$ cat src/rtl/arith_pkg.sv
// arith_pkg: shared types and constants for the arithmetic path and the restoring divider
package arith_pkg;
   localparam int DEFAULT_WIDTH = 4;
   localparam logic [63:0] DIV0_QUOTIENT = '1;
   typedef enum logic [1:0] {IDLE, RUN, DONE} state_t;
endpackage

$ cat src/rtl/div_step.sv
// div_step: one restoring-division bit: shift in the next dividend bit, trial subtract, restore on borrow
module div_step
   import arith_pkg::*;
#(
   parameter int WIDTH = DEFAULT_WIDTH
) (
   input  logic [WIDTH-1:0] rem,
   input  logic             next_bit,
   input  logic [WIDTH-1:0] divisor,
   output logic [WIDTH-1:0] rem_next,
   output logic             q_bit
);
   logic [WIDTH:0] shifted, diff;
   assign shifted  = {rem, next_bit};
   assign diff     = shifted - {1'b0, divisor};
   assign q_bit    = ~diff[WIDTH];
   assign rem_next = q_bit ? diff[WIDTH-1:0] : shifted[WIDTH-1:0];
endmodule

$ cat src/rtl/restoring_divider.sv
// restoring_divider: multi-cycle restoring divider, one quotient bit per clock; define SIGNED_DIV_EN for two's-complement operands
module restoring_divider
   import arith_pkg::*;
#(
   parameter int WIDTH = DEFAULT_WIDTH
) (
   input  logic             clk,
   input  logic             rst_n,
   input  logic             start,
   input  logic [WIDTH-1:0] x,
   input  logic [WIDTH-1:0] y,
   output logic             busy,
   output logic             done,
   output logic [WIDTH-1:0] quotient,
   output logic [WIDTH-1:0] remainder,
   output logic             div_by_zero,
   output logic             OF
);
   localparam int CW = $clog2(WIDTH + 1);
   state_t           state;
   logic [WIDTH-1:0] dq, divisor, rem, rem_next, x_mag, y_mag, q_raw, q_fin, r_fin;
   logic [CW-1:0]    cnt;
   logic             q_bit;
   assign busy  = state != IDLE;
   assign q_raw = {dq[WIDTH-2:0], q_bit};
`ifdef SIGNED_DIV_EN
   logic neg_q, neg_r, ovf;
   assign x_mag = x[WIDTH-1] ? -x : x;
   assign y_mag = y[WIDTH-1] ? -y : y;
   assign q_fin = neg_q ? -q_raw : q_raw;
   assign r_fin = neg_r ? -rem_next : rem_next;
`else
   assign x_mag = x;
   assign y_mag = y;
   assign q_fin = q_raw;
   assign r_fin = rem_next;
   assign OF    = 1'b0;
`endif
   div_step #(.WIDTH(WIDTH)) u_step (
      .rem      (rem),
      .next_bit (dq[WIDTH-1]),
      .divisor  (divisor),
      .rem_next (rem_next),
      .q_bit    (q_bit)
   );
   // Control FSM; dq shifts the dividend out at the top while quotient bits enter at the bottom
   always_ff @(posedge clk) begin
      if (!rst_n) begin
         state       <= IDLE;
         dq          <= '0;
         divisor     <= '0;
         rem         <= '0;
         cnt         <= '0;
         done        <= 1'b0;
         quotient    <= '0;
         remainder   <= '0;
         div_by_zero <= 1'b0;
`ifdef SIGNED_DIV_EN
         neg_q       <= 1'b0;
         neg_r       <= 1'b0;
         ovf         <= 1'b0;
         OF          <= 1'b0;
`endif
      end else begin
         done <= state == DONE;
         case (state)
            IDLE: if (start && !done) begin
               dq          <= x_mag;
               divisor     <= y_mag;
               rem         <= '0;
               cnt         <= CW'(WIDTH - 1);
               div_by_zero <= y == '0;
`ifdef SIGNED_DIV_EN
               neg_q       <= x[WIDTH-1] ^ y[WIDTH-1];
               neg_r       <= x[WIDTH-1];
               ovf         <= x == {1'b1, {(WIDTH-1){1'b0}}} && y == '1;
               OF          <= 1'b0;
`endif
               if (y == '0) begin
                  quotient  <= DIV0_QUOTIENT[WIDTH-1:0];
                  remainder <= x;
                  state     <= DONE;
               end else begin
                  state <= RUN;
               end
            end
            RUN: begin
               dq  <= q_raw;
               rem <= rem_next;
               cnt <= cnt - 1'b1;
               if (cnt == '0) begin
                  quotient  <= q_fin;
                  remainder <= r_fin;
`ifdef SIGNED_DIV_EN
                  OF        <= ovf;
`endif
                  state     <= DONE;
               end
            end
            default: state <= IDLE;
         endcase
      end
   end
endmodule

$ cat config.mk
export PLATFORM = sky130hd
export DESIGN_NAME = restoring_divider
export DESIGN_NICKNAME = d
export VERILOG_FILES = /design/src/rtl/arith_pkg.sv /design/src/rtl/div_step.sv /design/src/rtl/restoring_divider.sv
export SDC_FILE = /design/constraint.sdc
export NUM_CORES = 1
export LEC_CHECK = 0
export ABC_AREA = 1
export CAP_MARGIN = 40
export CORE_MARGIN = 2
export CORE_UTILIZATION = 45
export DETAILED_ROUTE_END_ITERATION = 7
export PLACE_DENSITY = 0.7
export SYNTH_ARGS = -nofsm -noshare
export SYNTH_HDL_FRONTEND = slang
export SYNTH_SLANG_ARGS = --single-unit
$ cat constraint.sdc
create_clock -name clk -period 2.67 [get_ports clk]
set_input_delay 0.534 -clock clk [delete_from_list [all_inputs] [get_ports clk]]
set_output_delay 0.534 -clock clk [all_outputs]
set_load 0.02 [all_outputs]
# Word level (Yosys, flattened, before mapping)
# Index checks and enable logic that the tools add are counted.
# word_totals
ff_bits,27
inputBits,11
out_inout_bits,12
wordCells,47
# op_classes
addsub,2
n_eq_ne,5
n_mux,19
bitwise,1
reduce_logical,11
# ops
cell,count
4-bit two-way mux,9
4-bit one-hot mux with 2 select lines,4
2-bit two-way mux,3
2-bit != test (second input constant),3
3-bit one-hot mux with 2 select lines,1
2-bit AND reduction,3
5-bit by 4-bit subtractor with 5-bit output,1
4-bit logical NOT,1
2-bit one-hot mux with 2 select lines,1
4-bit AND reduction,1
2-bit nonzero test,2
3-bit logical NOT,1
3-bit two-way mux,1
3-bit by 1-bit subtractor with 3-bit output (second input constant),1
2-bit by 1-bit equality test with 1-bit output (second input constant),1
2-bit equality test (second input constant),1
2-bit logical NOT,1
1-bit logical AND,1
1-bit logical NOT,1
1-bit NOT,1

# Logic depth before layout (Yosys ltp)
# depth
ltp_word,4
mapped_depth,12
mapped_depth_nobuf,12

# Hierarchy
# Synthesis repeated with hierarchy kept, for this count alone.
# unflattened
cells_unflattened,211
area_unflattened_um2,1467.7
# by_module_without_submodules
mod,instances,cells_per_inst,area_each_um2,seq_area_each_um2
restoring_divider,1,162,1179.9,540.5
div_step,1,49,287.8,0.0

# Worst setup path after synthesis
# OpenSTA, ideal clock, no wires.
# synth_path
path_type,reg-to-reg
from,register dq[3]
to,register rem[0]
setup_time_ps,57
arrival_time_ps,1594
setup_slack_ps,1019
stages_incl_launch_ff,13
path_buffers,0
period_less_slack_ps,1651
cell_sequence,dfxtp_1 > inv_1 > ha_1 > fa_1 > inv_1 > nand2_1 > nand2_1 > nand3_1 > nand2_1 > nand3_1 > nand3_1 > nand2_1 > inv_1
# synth_between
elab_chain_len,3
# synth_rtl
item,line_no,rtl
"start, declared",restoring_divider.sv:21,"logic [WIDTH-1:0] dq, divisor, rem, rem_next, x_mag, y_mag, q_raw, q_fin, r_fin;"
"start signal, assigned",restoring_divider.sv:68,dq <= x_mag;
"start signal, assigned",restoring_divider.sv:88,dq <= q_raw;
5-bit by 4-bit subtractor with 5-bit output,div_step.sv:15,"assign diff = shifted - {1'b0, divisor};"
4-bit two-way mux *,div_step.sv:17,assign rem_next = q_bit ? diff[WIDTH-1:0] : shifted[WIDTH-1:0];
4-bit one-hot mux with 2 select lines *,restoring_divider.sv:66,case (state)
"end signal, assigned",restoring_divider.sv:89,rem <= rem_next;
"end, declared",restoring_divider.sv:21,
# Every way passes the cells marked *; elsewhere a longest branch is shown, timed or not.
# A chain may end at the register's enable or synchronous reset.

# Final worst setup path
# layout_path
from,register state[1]
to,output busy
# layout_between
elab_chain_len,1
# layout_rtl
item,line_no,rtl
"start, declared",restoring_divider.sv:20,state_t state;
"start signal, assigned",restoring_divider.sv:49,state <= IDLE;
"start signal, assigned",restoring_divider.sv:82,state <= DONE;
"start signal, assigned",restoring_divider.sv:84,state <= RUN;
2-bit nonzero test,restoring_divider.sv:24,assign busy = state != IDLE;
"end, declared",restoring_divider.sv:12,"output logic busy,"
# No other way between the ends.

==> impl_metrics.py <==
metrics = {
    "status": {
        "status": "completed",
    },
    "cells_and_area": {
        "multi_input_area_sq_um": 731,
        "fill_cells": 304,
        "design_area_sq_mm": 0.00171,
        "drive_gt1_share_pct": 7.52,
        "layoutNonFillerInstCount": 270,
        "seq_area_sq_um": 541,
        "antennaDiodeCount": 0,
        "area_delta_synth_final_pct": 18.9,
        "final_nets": 245,
    },
    "worst_setup_path": {
        "crit_arrival_ns": 1.61,
        "worst-path-buf-inv": 2,
        "cp_slowest_stage_delay_ns": 0.61,
        "critPathTopFamily": "buffers and inverters",
        "critPathKind": "reg2out",
        "startpoint_type": "flop",
        "r2r_slack_ns": 0.75,
        "r2r_start": "dq[3]",
        "critical_path.cell_chain": "nor2_2 -> inv_2 -> clkdlybuf4s50_1",
        "critPathMaxFanout": 3,
        "cp_slowest_cell": "clkdlybuf4s50_1",
        "cp-startpoint": "state[1]",
        "crit_path_end_kind": "output port",
        "crit_required_ns": 2.14,
    },
    "worst_hold_path": {
        "hp-class": "reg2reg",
        "min_from": "divisor[3]",
    },
    "detailed_routing": {
        "drt_iter0_markers": 45,
        "route.detailed.drc": 0,
        "wl_per_cell_microns": 11.0,
        "dr.pass1.iters": 4,
        "ant_nets": 0,
        "num_vias": 1297,
        "routed_via_density": 4.80,
        "wl_microns": 2960,
    },
    "clocking": {
        "cts_buffers": 3,
        "cts_setup_buffers": 0,
        "tritoncts": "yes",
        "clk_pin_slew_ns": 0.15,
        "insertion_delay_ns": 0.33,
        "cts_max_path_buffers": 2,
        "hold_buffers": 0,
        "cts_root_buf": "clkbuf_4",
        "clock_sinks": 27,
        "post_cts_resized": 0,
        "htreeDepth": 1,
    },
    "timing": {
        "setup_violations": 0,
        "drv_slew": 0,
        "fmax_mhz": 466,
        "post-route-period-util_pct": 80.3,
        "worst_slack_ns": 0.526,
        "rsz0062_at_grt": "false",
        "skew_ns": 0.0164,
        "min_period_ns": 2.14,
        "worst_slew_pin_slew_ns": 0.504,
        "max_slew_margin_pct": 66.3,
        "hold_ws_ns": 0.475,
        "tns_ns": 0,
        "timing.final.hold_violations": 0,
    },
    "synth": {
        "synthDistinctLibCells": 26,
        "ys_ff_latch": 27,
        "yosysMostFrequentCell": "nand2_1",
        "yosysSeqAreaShare_pct": 37.7,
        "ys_warn_count": 0,
        "netlist.area_leader.share_pct": 37.7,
        "synth_top_cells_by_count": "nand2_1 (37), inv_1 (32), nor2_1 (29), dfxtp_1 (27), nand3_1 (27)",
        "synth_area_leaders": "dfxtp_1 (38%), nand2_1 (9.7%), nand3_1 (9.4%), inv_1 (8.4%), nor2_1 (7.6%)",
        "synth_area_sq_mm": 0.00143,
        "ys_dominant_reg_cell": "dfxtp_1",
        "syn_inst": 205,
        "synth.avg_cell_area_sq_um": 6.99,
        "syn_nets": 223,
        "synth-edff-count": 0,
        "ys_async_sr_fraction_pct": 0,
        "yosysTopAreaCell": "dfxtp_1",
    },
    "placement": {
        "gp_congestion": 0.785,
        "place_area_sq_mm": 0.00168,
        "dp_hpwl_microns": 2190,
        "dpl.cell_count": 266,
        "port_buffers": 21,
        "pre_cts_ws_ns": 0.787,
    },
    "die": {
        "initial_core_util_pct": 47.0,
        "ios": 23,
        "core_sq_mm": 0.00305,
        "dieHeight_microns": 60.5,
        "die_w_microns": 60.5,
        "dieArea_sq_mm": 0.00365,
        "placementRows": 20,
    },
    "power_and_ir_drop": {
        "vdd_ir_drop_max_mv": 0.357,
        "leakage_uw": 0.000806,
        "power_density_mw_per_mm2": 580,
    },
    "global_route": {
        "antenna_found_initial": 0,
        "grt_pass1_wl_microns": 5080,
        "grt_pass1_vias": 1170,
        "grt_usage_pct": 18.1,
        "grt_overflow": 0,
        "grt_max_degree": 23,
    },
    "run": {
        "maxCapViolations": 0,
    },
}
==> placed cells by master (no fill, tap or decap), types with 2 or more instances in the layout <==
| cell | Yosys | routed |
|---|---|---|
| dfxtp_1 | 27 | 27 |
| clkbuf_4 | 0 | 3 |
| o21ai_1 | 8 | 8 |
| nand2_1 | 37 | 37 |
| a21oi_1 | 10 | 10 |
| clkdlybuf4s50_1 | 0 | 21 |
| a22oi_1 | 3 | 3 |
| nand3_1 | 27 | 27 |
| inv_1 | 32 | 32 |
| ha_1 | 6 | 6 |
| nor2_4 | 2 | 2 |
| nand2_2 | 3 | 3 |
| nor3_1 | 2 | 2 |
| inv_2 | 4 | 4 |
| nor2_1 | 29 | 29 |
==> state kept, by name, summed over array words and instances (netlist names) <==
name	count
done	1
divisor	4
div_by_zero	1
quotient	4
remainder	4
rem	4
cnt	3
state	2
dq	4
==> per-stage QoR <==
step | util, % | total power (uW)
finish | 55.9 | 988
floorplan | - | 719
global placement | 55.0 | 813
CTS | 55.9 | 991
global route | 55.9 | 1050
detailed placement | 55.0 | 816
==> path summary, 6_finish.rpt <==
path / end / cells past startpoint
worst max-delay path: busy / 3
worst min-delay path: divisor[3] / 2
worst max register to register: rem[1] / 12
worst min register to register: divisor[3] / 2
==> routing by layer <==
metal  share of wire, %  global-route usage, %
met5                  0                      0
met4                1.2                   4.97
met3                4.6                   2.56
met2                 45                   28.1
met1                 50                   26.3
==> report_power, final <==
group          switching [uW]  total (uW)  internal, uW
Sequential               24.9         469           444
Clock                     121         180          58.5
Combinational             207         340           133
Total                     353         988           636
==> area by class of cell <==
class / instances / share of cell area [%]
Tap cell: 44 / 3.23
Clock buffer: 4 / 1.54
Inverter: 36 / 7.92
Timing Repair Buffer: 22 / 12.8
Multi-Input combinational cell: 137 / 42.8
Sequential cell: 27 / 31.7
==> logic make-up (layout without fill, tap and decap cells) <==
family / Yosys count / count (layout) / share of synthesized area [%]
fa+ha+maj: 7 / 7 / 6.63
buf+inv: 41 / 62 / 11.3
flops: 27 / 27 / 37.7
other cells: 1 / 1 / 0.262
xor+xnor: 1 / 1 / 0.611
compound gates: 25 / 25 / 10.6
simple gates: 103 / 103 / 32.8
==> worst min-delay path: stages, from the launching register on <==
cell,delay (ns)
dfxtp_1,0.33
inv_1,0.06
a21oi_1,0.06
No activity file was read; power rests on OpenSTA's default activity.
==> RTL change, RTL diff (config.mk and constraints unchanged) <==
The package constant `DEFAULT_WIDTH` goes from 4 to 2.
--- a/src/rtl/arith_pkg.sv
+++ b/src/rtl/arith_pkg.sv
@@ -1,6 +1,6 @@
 // arith_pkg: shared types and constants for the arithmetic path and the restoring divider
 package arith_pkg;
-   localparam int DEFAULT_WIDTH = 4;
+   localparam int DEFAULT_WIDTH = 2;
    localparam logic [63:0] DIV0_QUOTIENT = '1;
    typedef enum logic [1:0] {IDLE, RUN, DONE} state_t;
 endpackage
Ports: changed (resized quotient, remainder, x and y); port bits go from 23 to 15. No check against the original RTL was run, so the function may have changed too.
==> RTL change against the original RTL <==
- sequential cell count fell by 11
- sequential share of layout area fell by 0.74 points
- final cell count fell by 39%
- first-iteration DRC count fell by 78%
- design area fell by 39%
- total power fell by 39%
- register-to-register slack improved by 210 ps
- clock skew fell by 15 ps
- area after synthesis fell by 41%
- routed wire length fell by 44%
- via count fell by 42%
- critical path depth did not move
- setup slack improved by 90 ps
- synthesized cell count fell by 40%
- largest cell class unchanged
==> RTL change: results (changes against the original RTL) <==
- Run status: finished, final reports clean
* Tot GR Track Use: 18.84% (+0.77 points)
* Lkg Pwr: 0.4708 nW (-42%)
* Total of max-cap violations: 0 (unchanged)
* Initial DRC Count: 10 (-78%)
* DR vias/cell: 4.549 (-5.3%)
* Global-route wire length before repair: 2946 um (-42%)
- The post-synthesis cell type count is 23 (-12%).
- The clock latency on the worst-skew pair is 290 ps (-40 ps).
* Ratio of cells with drive above 1 in the final layout: 10.79% (+3.3 points)
- Total Neg Setup Slack: 0 ps (unchanged)
* Depth of the CTS H-tree: 1 (unchanged)
- The first-pass iteration count of the detailed router is 4 (unchanged).
- The internal power of the cells was 0.4127 mW (-35%).
- The slowest stage of the critical path belongs to the cell sky130_fd_sc_hd__clkdlybuf4s50_1.
- Cell at the root of the clock tree: sky130_fd_sc_hd__clkbuf_4
- The clock-pin slew on the worst setup and hold paths came to 90 ps (-60 ps).
- Synthesis warning total: 0 (unchanged)
- The final-stage net count came to 150 (-39%).
- The maximum fanout along the worst path came to 5 (+2).
* Clock Skews: 1.922 ps (-14.51 ps)
* Min-Delay Path Class: register to register
- Most frequent cells after synthesis: sky130_fd_sc_hd__nand2_1 (33), sky130_fd_sc_hd__nor2_1 (19), sky130_fd_sc_hd__dfxtp_1 (16)
- The global placement routability congestion came to 0.8263 (+5.2%).
* Maximum number of pins on one net before global-route repair: 11 (-52%)
* Antenna violations before repair: 0 (unchanged)
- The detailed-placement wirelength estimate was 1305 um (-40%).
- Largest cells by area after synthesis: sky130_fd_sc_hd__dfxtp_1 (38%), sky130_fd_sc_hd__nand2_1 (15%), sky130_fd_sc_hd__nor2_1 (8.4%)
* CP Data Arrival Time: 1520 ps (-90 ps)
* Post-CTS Setup Repair Bufs: 0 (unchanged)
- The fraction of the yosys area taken by sequential cells came to 37.93% (+0.23 points).
- The wire length per cell after detailed routing was 10.10 um (-8.0%).
- The share of flip-flops with an asynchronous set or reset after synthesis is 0% (unchanged).
* Peak supply drop: 0.5039 mV (+41%)
* Antenna diode count: 0 (unchanged)
- The net count of the mapped netlist came to 133 (-40%).
- The via count of the first global-routing pass was 706 (-40%).
* Pre-CTS setup slack: 874.6 ps (+88.04 ps)
- For this run, the slowest stage of the critical path takes 600 ps.
* I/O Buffers: 13 (-38%)
- Number of CTS-inserted buffers: 3 (unchanged)
* Fill cell total of the finished layout: 174 (-43%)
RTL change: layout make-up:
type / count / area, sq um / share of cell area, %
repair buffers: 13 / 130.1 / 12.58
inverters: 19 / 76.32 / 7.376
well taps: 25 / 31.28 / 3.023
clock buffers: 4 / 36.28 / 3.507
multi-input cells: 87 / 440.4 / 42.56
flip-flops and latches: 16 / 320.3 / 30.96
RTL change: layer usage:
metal  GRT usage [%]  share of wire [%]  vias to the layer above  wire length, um
met3           5.769                3.9                        2               64
met2           32.16                 46                       15              761
li1                -                  -                      408                -
met5               0                  0                        -                0
met4           3.333               0.72                        0               12
met1           23.54                 49                      321              819
RTL change: cell families (layout without fill, tap and decap cells):
kind of cell    count (synthesis)  after routing  share of synthesized area, %
compound gates                 12             12                         7.259
fa+ha+maj                       3              3                         5.333
buf+inv                        20             36                         9.926
flops                          16             16                         37.93
other cells                     1              1                        0.4440
simple gates                   71             71                         39.11
RTL change: path summary, 6_finish.rpt:
| path | start | end | slack [ps] | cells past startpoint |
|---|---|---|---|---|
| max | state[0] | busy | 620 | 3 |
| min | div_by_zero | div_by_zero | 460 | 2 |
| max reg2reg | dq[1] | rem[1] | 960 | 10 |
| min reg2reg | div_by_zero | div_by_zero | 460 | 2 |
RTL change: critical path: cells and delay by family (launching register included):
| kind | cells | cell delay [ps] |
|---|---|---|
| buffers and inverters | 2 | 670 |
| DFF | 1 | 480 |
| and+or+nand+nor | 1 | 90 |
RTL change: power groups by stage:
stage / Combinational, mW / Clock, mW / Sequential [mW]
detailed placement: 0.172 / 0 / 0.281
global route: 0.196 / 0.180 / 0.279
CTS: 0.174 / 0.164 / 0.276
global placement: 0.171 / 0 / 0.281
finish: 0.172 / 0.159 / 0.276
floorplan: 0.112 / 0 / 0.288
RTL change: stage by stage:
step,instance area (sq um),util [%],power [mW],instances,hold slack (ps)
after floorplan,844.6,-,0.4003,123,438.9
after global placement,998.5,57.20,0.4519,160,451.4
after detailed placement,998.5,57.20,0.4533,160,455.4
after CTS,1035,59.28,0.6140,164,467.6
after global routing,1035,59.28,0.6551,164,497.5
final,1035,59.28,0.6072,164,464.0
